## src/rtl/seq_det_pkg.sv

```systemverilog
// seq_det_pkg: shared constants and saturating increment for the serial pattern detector
package seq_det_pkg;
  localparam int MODE_MEALY = 0;
  localparam int MODE_MOORE = 1;
  localparam int PAT_LEN_MAX = 16;
  function automatic logic [31:0] sat_inc(input logic [31:0] value, input logic [31:0] max);
    return (value >= max) ? max : value + 32'd1;
  endfunction
endpackage

```

## src/rtl/seq_match_counter.sv

```systemverilog
// seq_match_counter: saturating event counter, clear wins over increment
module seq_match_counter
  import seq_det_pkg::*;
#(
  parameter int CNT_W = 8
) (
  input  logic             clk,
  input  logic             reset,
  input  logic             inc,
  input  logic             clr,
  output logic [CNT_W-1:0] count
);
  localparam logic [31:0] MAX = 32'({CNT_W{1'b1}});
  always_ff @(posedge clk)
    count <= (reset | clr) ? '0 : inc ? CNT_W'(sat_inc(32'(count), MAX)) : count;
endmodule

```

## src/rtl/seq_detector_param.sv

```systemverilog
// seq_detector_param: runtime-loadable serial pattern detector with overlap and Mealy/Moore options
module seq_detector_param
  import seq_det_pkg::*;
#(
  parameter int                 PAT_LEN = 4,
  parameter logic [PAT_LEN-1:0] PATTERN = PAT_LEN'(4'b1011),
  parameter int                 OVERLAP = 1,
  parameter int                 MOORE   = MODE_MEALY,
  parameter int                 CNT_W   = 8
) (
  input  logic               clk,
  input  logic               reset,
  input  logic               in_bit,
  input  logic               in_valid,
  input  logic               pat_load,
  input  logic [PAT_LEN-1:0] pat_in,
  input  logic               cnt_clr,
  output logic               out,
  output logic [CNT_W-1:0]   match_count,
  output logic [PAT_LEN-1:0] pattern
);
  localparam int FW = $clog2(PAT_LEN);
  if (PAT_LEN < 2 || PAT_LEN > PAT_LEN_MAX) begin : g_bad_len
    $fatal(1, "seq_detector_param: PAT_LEN must be 2..16");
  end
  logic [PAT_LEN-2:0] hist;
  logic [FW-1:0]      fill;
  logic [PAT_LEN-1:0] shifted;
  logic               match_c;
  logic               out_r;
  assign shifted = {hist, in_bit};
  assign match_c = in_valid & ~pat_load & ~reset & (fill == FW'(PAT_LEN-1)) & (shifted == pattern);
  assign out = (MOORE == MODE_MOORE) ? out_r & ~reset : match_c;
  always_ff @(posedge clk) begin
    out_r <= match_c;
    if (reset) begin
      pattern <= PATTERN;
      hist    <= '0;
      fill    <= '0;
    end else if (pat_load) begin
      pattern <= pat_in;
      hist    <= '0;
      fill    <= '0;
    end else if (in_valid) begin
      // non-overlap mode restarts from an empty history once a match completes
      hist <= (match_c && OVERLAP == 0) ? '0 : shifted[PAT_LEN-2:0];
      fill <= (match_c && OVERLAP == 0) ? '0 : FW'(sat_inc(32'(fill), 32'(PAT_LEN-1)));
    end
  end
  seq_match_counter #(.CNT_W(CNT_W)) u_cnt (
    .clk  (clk),
    .reset(reset),
    .inc  (match_c),
    .clr  (cnt_clr),
    .count(match_count)
  );
endmodule
```

## config.mk

```make
export PLATFORM = sky130hd
export DESIGN_NAME = seq_detector_param
export DESIGN_NICKNAME = d
export VERILOG_FILES = /design/src/rtl/seq_det_pkg.sv /design/src/rtl/seq_match_counter.sv /design/src/rtl/seq_detector_param.sv
export SDC_FILE = /design/constraint.sdc
export NUM_CORES = 1
export LEC_CHECK = 0
export BUFFER_PORTS_ARGS = -buffer_cell sky130_fd_sc_hd__buf_2
export CAP_MARGIN = 20
export CORE_MARGIN = 3
export CORE_UTILIZATION = 45
export CTS_CLUSTER_SIZE = 24
export DETAILED_ROUTE_END_ITERATION = 7
export HOLD_SLACK_MARGIN = 0.15
export PLACE_DENSITY = 0.73
export SLEW_MARGIN = 5
export SYNTH_ARGS = -nofsm -noshare
export SYNTH_HDL_FRONTEND = slang
export SYNTH_SLANG_ARGS = --single-unit
```

## constraint.sdc

```tcl
create_clock -name clk -period 1.9 [get_ports clk]
set_clock_uncertainty 0.1 [all_clocks]
set_input_delay 0.57 -clock clk [delete_from_list [all_inputs] [get_ports clk]]
set_output_delay 0.57 -clock clk [all_outputs]
set_load 0.05 [all_outputs]
```

==> results of run 1 <==
[layer usage]
layer / vias up / part of all wire (%)
met4: 0 / 0.66
met5: - / 0
li1: 414 / -
met1: 402 / 46
met2: 18 / 49
met3: 2 / 4.1
[synthesized netlist by cell type, types with 2 or more instances]
master and n:
nand4_1 2, and3_1 2, nor3_1 3, a211o_1 3, nor2b_1 3, xor2_1 4
or2_1 2, buf_6 2, inv_1 3, a31oi_1 4, nand2_1 4, dfxtp_1 17
nand3_1 4, a21oi_1 4, a211oi_1 6, mux2i_1 5, nor2_1 17
[registers in the layout, indices dropped and copies added, names as in the netlist]
signal,flops
u_cnt.count,8
pattern,4
hist,3
fill,2
[final cells by class]
cell class	instances	share of cell area [%]
multi-input cells	73	45.5
flip-flops and latches	17	29.9
repair buffers	34	18.6
well taps	25	2.68
clock buffers	3	1.93
inverters	3	0.966
clock inverters	1	0.429
[where the power goes]
group / leakage, nW / switching [W] / internal [W]
logic: 0.352 / 0.0000597 / 0.0000492
registers: 0.139 / 0.0000103 / 0.000364
clock network: 0.0177 / 0.000120 / 0.0000781
[through the flow]
stage | std cells | setup TNS, ns | worst slack (ns)
finish | 156 | -0.140 | -0.140
global route | 156 | -0.209 | -0.209
CTS | 156 | -0.163 | -0.163
detailed placement | 149 | -0.369 | -0.249
global placement | 149 | -0.293 | -0.237
floorplan | 98 | -0.196 | -0.196
[logic make-up (layout without fill, tap and decap cells)]
group,Yosys count,after routing
adders and majority gates,1,1
AOI/OAI and AO/OA,20,20
xor gates and xnor gates,4,4
DFF,17,17
muxes,5,5
buffers and inverters,8,41
and+or+nand+nor,43,43
[worst min path at each step]
stage / from / end / depth (start not counted)
floorplan: fill[0] / fill[0] / 2
global placement: u_cnt.count[6] / u_cnt.count[6] / 2
detailed placement: fill[0] / fill[0] / 2
CTS: pat_in[0] / pattern[0] / 2
global route: pat_in[0] / pattern[0] / 2
finish: pat_in[0] / pattern[0] / 2
[repair_timing]
| action | in CTS | in global routing |
|---|---|---|
| pin swaps | 4 | 4 |
| endpoints found under the hold margin | 0 | 0 |
| setup endpoints to repair | 1 | 1 |
| buffers inserted | 3 | 0 |
| hold buffers | 0 | 0 |
| resized for setup | 14 | 4 |
==> impl_metrics.csv, run 1 <==
group,metric,value,unit
setup_path,crit_path_start_kind,"primary input",
pwr,peakVddDrop,460,uV
pwr,p_per_area,584,nW/um^2
global_routing,grt_usage,17.9,%
route,drc,0,
setup_path,cp.depth,5,
timing,grt_setup_unrepaired,"yes",
setup_path,path_cells,"buf_6 > or2_4 > nor2_2 > and4_4 > buf_8",
floorplan,ios,23,
logic_synthesis,synth_ff_type,"dfxtp_1",
global_routing,grt_start_max_net_pins,11,
finish,fin_nets,143,
logic_synthesis,synth.avg_cell_area,8.92,sq um
finish,fin_util,65.4,%
cts,clock_path_buffers,2,
timing,finalHoldViolCount,0,
setup_path,max_stage_delay,0.24,ns
floorplan,initial_core_util,49.1,%
setup_path,reg2reg_depth,6,
route,drt-initial-drc-count,25,
logic_synthesis,synthDistinctLibCells,30,
setup_path,crit_type,"in2out",
timing,hold_ws,0.376,ns
status,status,"finished with violations",
logic_synthesis,synth_fa_ha_area_share,1.43,%
logic_synthesis,yosysWarningCount,0,
timing,setup_viol,1,
timing,slew_headroom,80.9,%
setup_path,cp.required,1.23,ns
global_routing,use_met1,22.1,%
logic_synthesis,ys_seq_elements,17,
setup_path,path_max_fanout,2,
setup_path,rr_startpoint,"pattern[0]",
cts,clockRootBuffer,"clkbuf_4",
timing,setup_slack,-0.140,ns
route,via_count,836,
setup_path,r2r_end,"u_cnt.count[5]",
cts,cts_tree,"yes",
finish,drive_above_1_share,42.0,%
finish,multi_input_area,531,sq um
logic_synthesis,synthSimpleGateAreaFrac,27.9,%
global_routing,grt_pass1_vias,814,
logic_synthesis,synth_compound_area_share,16.3,%
finish,area_delta_synth_final,33.3,%
finish,mostFrequentLayoutCells,"20 x buf_2, 14 x nor2_1, 12 x dfxtp_1, 12 x buf_4, 6 x a211oi_1",
floorplan,die_h,50.1,um
finish,regArea,349,sq um
timing,final.period_utilization,107,%
place,dp_hpwl,1480,um
finish,fin_area,1170,sq um
timing,tightest_slew,0.287,ns
setup_path,setup.worst_path.end_class,"primary output",
global_routing,grt_pass1_wl,3570,um
logic_synthesis,synth_xor_area_share,4.01,%
place,place_area,1050,sq um
cts,clk_latency,0.29,ns
setup_path,critPathLaunch,"pat_load",
global_routing,top_usage_layer,"met2",
pwr,power_leakage,0.509,nW
floorplan,num_rows,15,
route,via_per_inst,5.36,
global_routing,grt_overflow_total,0,
route,postRouteAntennaNets,0,
global_routing,use_met2,32.0,%
cts,htree_levels,1,
setup_path,crit_family,"simple AND/OR/NAND/NOR gates",
setup_path,path_buf_inv,2,
global_routing,antenna_found_initial,0,
cts,cts.sinks,17,
place,portBuffers,22,
logic_synthesis,syn-num-nets,109,
logic_synthesis,synth_top_family_by_area,"simple AND/OR/NAND/NOR gates",
worst_hold_path,hold_class,"in2reg",
setup_path,critPathArrivalTime,1.37,ns
setup_path,critPathCapture,"out",
route,firstDrtPassIters,4,
cts,clkTransAtPathRegs,0.11,ns
finish,n_antenna_cell,0,
timing,min_period,2.04,ns
floorplan,fp.dieArea,2510,sq um
logic_synthesis,muxShareOfSynthArea,5.72,%
status,violations,"setup timing",
logic_synthesis,syn_inst,98,
logic_synthesis,ys_top_cells_by_area,"dfxtp_1 39%, nor2_1 7.3%, mux2i_1 5.7%, a211oi_1 5.2%, xor2_1 4.0%",
timing,fmax,490,MHz
cts,numCtsBuffers,3,
run,maxCapViolCount,0,
global_routing,met3_usage,2.72,%
floorplan,die_w,50.1,um
logic_synthesis,async_reset_ff_share,0,%
pwr,power,0.000682,W
logic_synthesis,syn_area,875,sq um
logic_synthesis,synth_edf_count,0,
finish,final_common_cell,"buf_2",
logic_synthesis,yosysSeqAreaShare,38.9,%
place,gp_congestion,0.823,
floorplan,coreArea,1780,sq um
route,post_drt_wl_per_cell,12.6,um
logic_synthesis,synth_top_area_share,38.9,%
timing,slew_violations,0,
setup_path,ff2ff_setup_slack,0.26,ns
finish,nFillCells,156,
setup_path,cp_slowest_cell,"or2_4",
route,wl,1960,um
logic_synthesis,yosys.area.top_type,"dfxtp_1",
No activity file was read; power rests on OpenSTA's default activity.
==> run 2, diff against run 1 <==
PLACE_DENSITY = default   (was 0.73)
PLACE_DENSITY_LB_ADDON = 0.3   (was default)
SKIP_LAST_GASP = 1   (was default)
==> run 2 against run 1 <==
  * The run still ends with setup timing left
  * Critical endpoint unchanged
  * Highest routed layer unchanged
  * Critical path depth is 1 lower
  * Largest cell class unchanged
  * Sequential power is essentially flat
  * Critical path type is now reg2out
  * Utilization rose by 2.5 points
==> impl_metrics.csv, run 2 (synthesis results as in run 1) <==
group,metric,value,unit
finish,nFillCells,146,
setup_path,setup.worst_path.end_class,"primary output",
route,via_per_inst,5.56,
route,via_count,906,
global_routing,grt_usage,19.6,%
route,wl,2280,um
timing,finalHoldViolCount,0,
timing,fmax,484,MHz
setup_path,crit_type,"reg2out",
global_routing,grt_overflow_total,0,
finish,area_delta_synth_final,38.5,%
setup_path,rr_startpoint,"hist[1]",
route,met2_wirelength,1200,um
global_routing,grt_pass1_wl,3800,um
route,drc,0,
timing,tightest_slew,0.286,ns
finish,regMostFlops,"u_cnt.count",
finish,largest_reg_flops,8,
floorplan,fp.dieArea,2510,sq um
place,gp_congestion,0.831,
timing,setup_viol,2,
finish,mostFrequentLayoutCells,"21 x buf_2, 19 x buf_4, 15 x nor2_1, 12 x dfxtp_1, 6 x a211oi_1",
timing,hold_ws,0.370,ns
place,dp_hpwl,1510,um
global_routing,grt_start_max_net_pins,10,
timing,slew_headroom,80.8,%
setup_path,cp.required,1.23,ns
pwr,peakVddDrop,427,uV
floorplan,coreArea,1780,sq um
global_routing,antenna_found_initial,0,
finish,fin_nets,150,
finish,final_common_cell,"buf_2",
cts,htree_levels,1,
status,violations,"setup timing",
route,route.met3.wl,111,um
setup_path,path_cells,"xor2_2 > nor2_2 > and4_4 > buf_8",
place,portBuffers,22,
floorplan,die_w,50.1,um
cts,clockRootBuffer,"clkbuf_4",
cts,numCtsBuffers,3,
cts,clk_latency,0.30,ns
floorplan,num_rows,15,
timing,min_period,2.07,ns
finish,fin_util,67.9,%
setup_path,crit_path_start_kind,"flop",
setup_path,ff2ff_setup_slack,-0.10,ns
global_routing,grt_pass1_vias,870,
cts,clkTransAtPathRegs,0.09,ns
finish,n_antenna_cell,0,
pwr,p_per_area,574,nW/um^2
finish,final_cells,163,
timing,tns,-0.266,ns
timing,setup_slack,-0.168,ns
setup_path,path_max_fanout,2,
cts,cts_tree,"yes",
route,drt-initial-drc-count,20,
route,firstDrtPassIters,4,
timing,grt_setup_unrepaired,"yes",
timing,slew_violations,0,
finish,reg.largest.list,"u_cnt.count: 8 flops, pattern: 4 flops, hist: 3 flops",
setup_path,reg2reg_depth,11,
setup_path,critPathLaunch,"pattern[1]",
setup_path,critPathCapture,"out",
route,post_drt_wl_per_cell,14.0,um
setup_path,max_stage_delay,0.36,ns
place,dpl.cell_count,149,
finish,drive_above_1_share,42.8,%
route,met1Wirelength,924,um
setup_path,critPathArrivalTime,1.40,ns
setup_path,cp.depth,4,
setup_path,cp_slowest_cell,"dfxtp_4",
setup_path,r2r_end,"u_cnt.count[3]",
floorplan,initial_core_util,49.1,%
route,postRouteAntennaNets,0,
floorplan,die_h,50.1,um
cts,cts.sinks,17,
cts,clock_path_buffers,2,
route,top_layer_used,"met4",
pwr,power_leakage,0.537,nW
setup_path,path_buf_inv,1,
status,status,"finished with violations",
worst_hold_path,hold_class,"in2reg",
run,maxCapViolCount,0,
floorplan,ios,23,
setup_path,crit_family,"simple AND/OR/NAND/NOR gates",
timing,final.period_utilization,109,%
-- run 2: changes by cell type in the layout (fill, tap and decap cells not counted) --
cell      before  now
dfxtp_4        1    3
or2_4          1    0
nor2_1        14   15
buf_2         20   21
clkinv_2       1    0
buf_6          1    0
dfxtp_2        4    2
clkbuf_1       0    1
buf_4         12   19
nor2_2         3    2
or2_1          1    2
-- run 2: what timing repair did --
action	CTS	global route
hold buffers	0	0
setup endpoints to repair	1	2
hold endpoints to repair	0	0
pin swaps	1	4
setup buffers	7	3
gates resized for setup	8	9
-- run 2: power by group --
group / internal [W] / switching, W / total, W
clock network: 0.0000820 / 0.000115 / 0.000197
logic: 0.0000598 / 0.0000658 / 0.000126
registers: 0.000362 / 0.0000102 / 0.000373
-- run 2: worst min-delay path by stage --
stage                         startpoint        endpoint  slack [ns]  cells after the start
after floorplan                  fill[0]         fill[0]        0.38                      2
after global routing           pat_in[0]      pattern[0]        0.37                      2
after CTS                      pat_in[0]      pattern[0]        0.37                      2
final                          pat_in[0]      pattern[0]        0.37                      2
after detailed placement  u_cnt.count[6]  u_cnt.count[6]        0.41                      2
after global placement    u_cnt.count[6]  u_cnt.count[6]        0.39                      2
-- run 2: cell type report --
| cell class | instances | area, sq um | share of cell area [%] |
|---|---|---|---|
| clock buffer | 4 | 26.3 | 2.17 |
| sequential | 17 | 354 | 29.2 |
| timing repair buffer | 41 | 263 | 21.7 |
| multi-input combinational | 73 | 526 | 43.4 |
| inverter | 3 | 11.3 | 0.930 |
| tap | 25 | 31.3 | 2.58 |
-- run 2: metal layers --
| layer | track usage, % | up-vias |
|---|---|---|
| met5 | 0 | - |
| met4 | 10.6 | 0 |
| met3 | 2.11 | 5 |
| met2 | 35.9 | 30 |
| met1 | 21.6 | 438 |
| li1 | - | 433 |
-- run 2: through the flow --
| step | total power, W | instance area (sq um) | setup WS (ns) |
|---|---|---|---|
| floorplan | 0.000443 | 881 | -0.196 |
| global placement | 0.000473 | 1050 | -0.239 |
| detailed placement | 0.000475 | 1050 | -0.241 |
| CTS | 0.000682 | 1160 | -0.160 |
| global route | 0.000724 | 1210 | -0.202 |
| finish | 0.000695 | 1210 | -0.168 |
==> run 3, diff against run 2 <==
==> constraint.sdc (replaced) <==
create_clock -name clk -period 1.9 [get_ports clk]
set_clock_uncertainty 0.1 [all_clocks]
set_input_delay 0.095 -clock clk [delete_from_list [all_inputs] [get_ports clk]]
set_output_delay 0.095 -clock clk [all_outputs]
set_load 0.05 [all_outputs]
==> run 3 against run 2 <==
  * The run now ends clean
  * Largest cell class unchanged
  * Critical path type is now in2reg
  * Power decreased by 4.4%
  * Count of clock-buffer cells in the layout stayed put
  * Highest routed layer unchanged
  * Largest power group unchanged
  * Wire length down 13%
  * Via count down 7.9%
  * Critical endpoint is now u_cnt.count[4]
  * Die area did not move
  * Critical path depth increased by 2
  * Non-clock buffer count fell by 7
  * Worst setup slack improved by 0.30 ns
  * Global-route usage shrank 1.4 points
==> impl_metrics.csv, run 3 (synthesis results as in run 1) <==
group,metric,value,unit
global_routing,antenna_found_initial,0,
timing,finalHoldViolCount,0,
setup_path,crit_family,"simple AND/OR/NAND/NOR gates",
finish,area_delta_synth_final,29.0,%
pwr,power,0.000664,W
setup_path,crit_type,"in2reg",
setup_path,crit_path_start_kind,"primary input",
route,drt-initial-drc-count,34,
timing,tns,0,ns
cts,cts.sinks,17,
global_routing,grt_overflow_total,0,
timing,min_period,1.76,ns
finish,nFillCells,149,
route,firstDrtPassIters,4,
worst_hold_path,hold_class,"in2reg",
cts,cts_tree,"yes",
cts,clkTransAtPathRegs,0.10,ns
route,wl,1970,um
timing,setup_slack,0.137,ns
cts,postCtsSetupBuffers,0,
run,maxCapViolCount,0,
cts,clk_latency,0.28,ns
pwr,peakVddDrop,481,uV
global_routing,grt_pass1_vias,782,
timing,fmax,567,MHz
global_routing,grt_usage,18.2,%
pwr,p_comb_share,15.6,%
status,status,"complete, no violations",
finish,regMostFlops,"u_cnt.count",
setup_path,path_cells,"dlygate4sd3_1 > buf_2 > xor2_1 > nor4_4 > and2_1 > a211oi_1",
pwr,power_switching,0.000173,W
timing,setup_viol,0,
floorplan,ios,23,
route,post_drt_wl_per_cell,12.7,um
timing,slew_headroom,71.5,%
pwr,p_int,0.000491,W
setup_path,cp_slowest_cell,"dlygate4sd3_1",
finish,n_antenna_cell,0,
place,gp_congestion,0.836,
timing,grt_setup_unrepaired,"no",
timing,final.period_utilization,92.8,%
pwr,swShare,26.1,%
finish,fin_nets,143,
timing,slew_violations,0,
global_routing,grt_start_max_net_pins,10,
finish,multi_input_area,487,sq um
finish,final_common_cell,"buf_2",
timing,tightest_slew,0.425,ns
finish,mostFrequentLayoutCells,"21 x buf_2, 17 x dfxtp_1, 16 x nor2_1, 12 x dlygate4sd3_1, 6 x a211oi_1",
place,dp_hpwl,1310,um
floorplan,die_h,50.1,um
floorplan,fp.dieArea,2510,sq um
floorplan,initial_core_util,49.1,%
pwr,power_leakage,0.480,nW
place,pre_cts_ws,0.271,ns
place,portBuffers,22,
global_routing,grt_pass1_wl,3510,um
route,via_per_inst,5.35,
setup_path,setup.worst_path.end_class,"flop",
cts,clock_path_buffers,2,
setup_path,max_stage_delay,0.52,ns
finish,drive_above_1_share,22.9,%
route,drc,0,
floorplan,coreArea,1780,sq um
finish,largest_reg_flops,8,
setup_path,critPathArrivalTime,1.83,ns
floorplan,die_w,50.1,um
cts,clockRootBuffer,"clkbuf_4",
pwr,pwr-share-clk,28.5,%
setup_path,cp.required,1.97,ns
cts,htree_levels,1,
setup_path,path_max_fanout,8,
setup_path,path_buf_inv,2,
finish,regArea,340,sq um
floorplan,num_rows,15,
pwr,p_per_area,589,nW/um^2
finish,reg.largest.list,"u_cnt.count: 8 flops, pattern: 4 flops, hist: 3 flops",
route,via_count,834,
route,postRouteAntennaNets,0,
cts,numCtsBuffers,3,
pwr,seqPwrFrac,55.9,%
## run 3: cell count changes in the layout (fill, tap and decap cells not counted), sizes merged
cell,change
buf,-20
dlygate4sd3,+12
clkbuf,+1
## run 3: layout make-up
type,count,share of cell area (%)
multi-input combinational,73,43.1
inverter,3,0.998
clock buffer,4,2.33
tap,25,2.77
timing repair buffer,34,20.6
sequential,17,30.2
## run 3: worst register-to-register path: cells and delay by family (launching register included)
kind,cells,cell delay [ns]
AOI/OAI and AO/OA,1,0.11
xor gates and xnor gates,1,0.20
DFF,1,0.34
and+or+nand+nor,2,0.79
## run 3: what timing repair did
| item | 4_1_cts | 5_1_grt |
|---|---|---|
| hold buffers | 12 | 0 |
| endpoints found under the setup margin | 0 | 1 |
| gates resized for setup | 0 | 2 |
| hold endpoints to repair | 11 | 0 |
## run 3: stage by stage
| stage | utilization, % | hold WS, ns | std cells | cell area, sq um |
|---|---|---|---|---|
| 6_report | 63.3 | 0.224 | 156 | 1130 |
| 5_1_grt | 63.3 | 0.263 | 156 | 1130 |
| 4_1_cts | 63.0 | 0.218 | 156 | 1120 |
| 3_5_place_dp | 54.8 | 0.205 | 140 | 977 |
| 3_3_place_gp | 54.8 | 0.198 | 140 | 977 |
| 2_1_floorplan | - | 0.0674 | 98 | 875 |
## run 3: power groups by stage
stage	registers, W	logic (W)	clock network (W)
6_report	0.000371	0.000104	0.000189
5_1_grt	0.000373	0.000113	0.000210
4_1_cts	0.000371	0.000102	0.000194
3_5_place_dp	0.000379	0.0000804	0
3_3_place_gp	0.000379	0.0000792	0
2_1_floorplan	0.000398	0.0000440	0
## run 3: path summary, 6_finish.rpt
| path | cells past startpoint | slack, ns | from | to |
|---|---|---|---|---|
| setup / recovery | 6 | 0.14 | in_bit | u_cnt.count[4] |
| hold / removal | 3 | 0.22 | reset | u_cnt.count[3] |
| setup reg to reg | 4 | 0.25 | pattern[0] | u_cnt.count[4] |
| hold reg to reg | 2 | 0.42 | fill[0] | fill[0] |
## run 3: per-layer routing
metal	vias to the layer above	GRT usage, %	share of wire, %
met1	365	22.4	44
met4	0	5.53	0.66
met5	-	0	0
li1	424	-	-
met3	2	3.63	8.2
met2	43	31.5	48
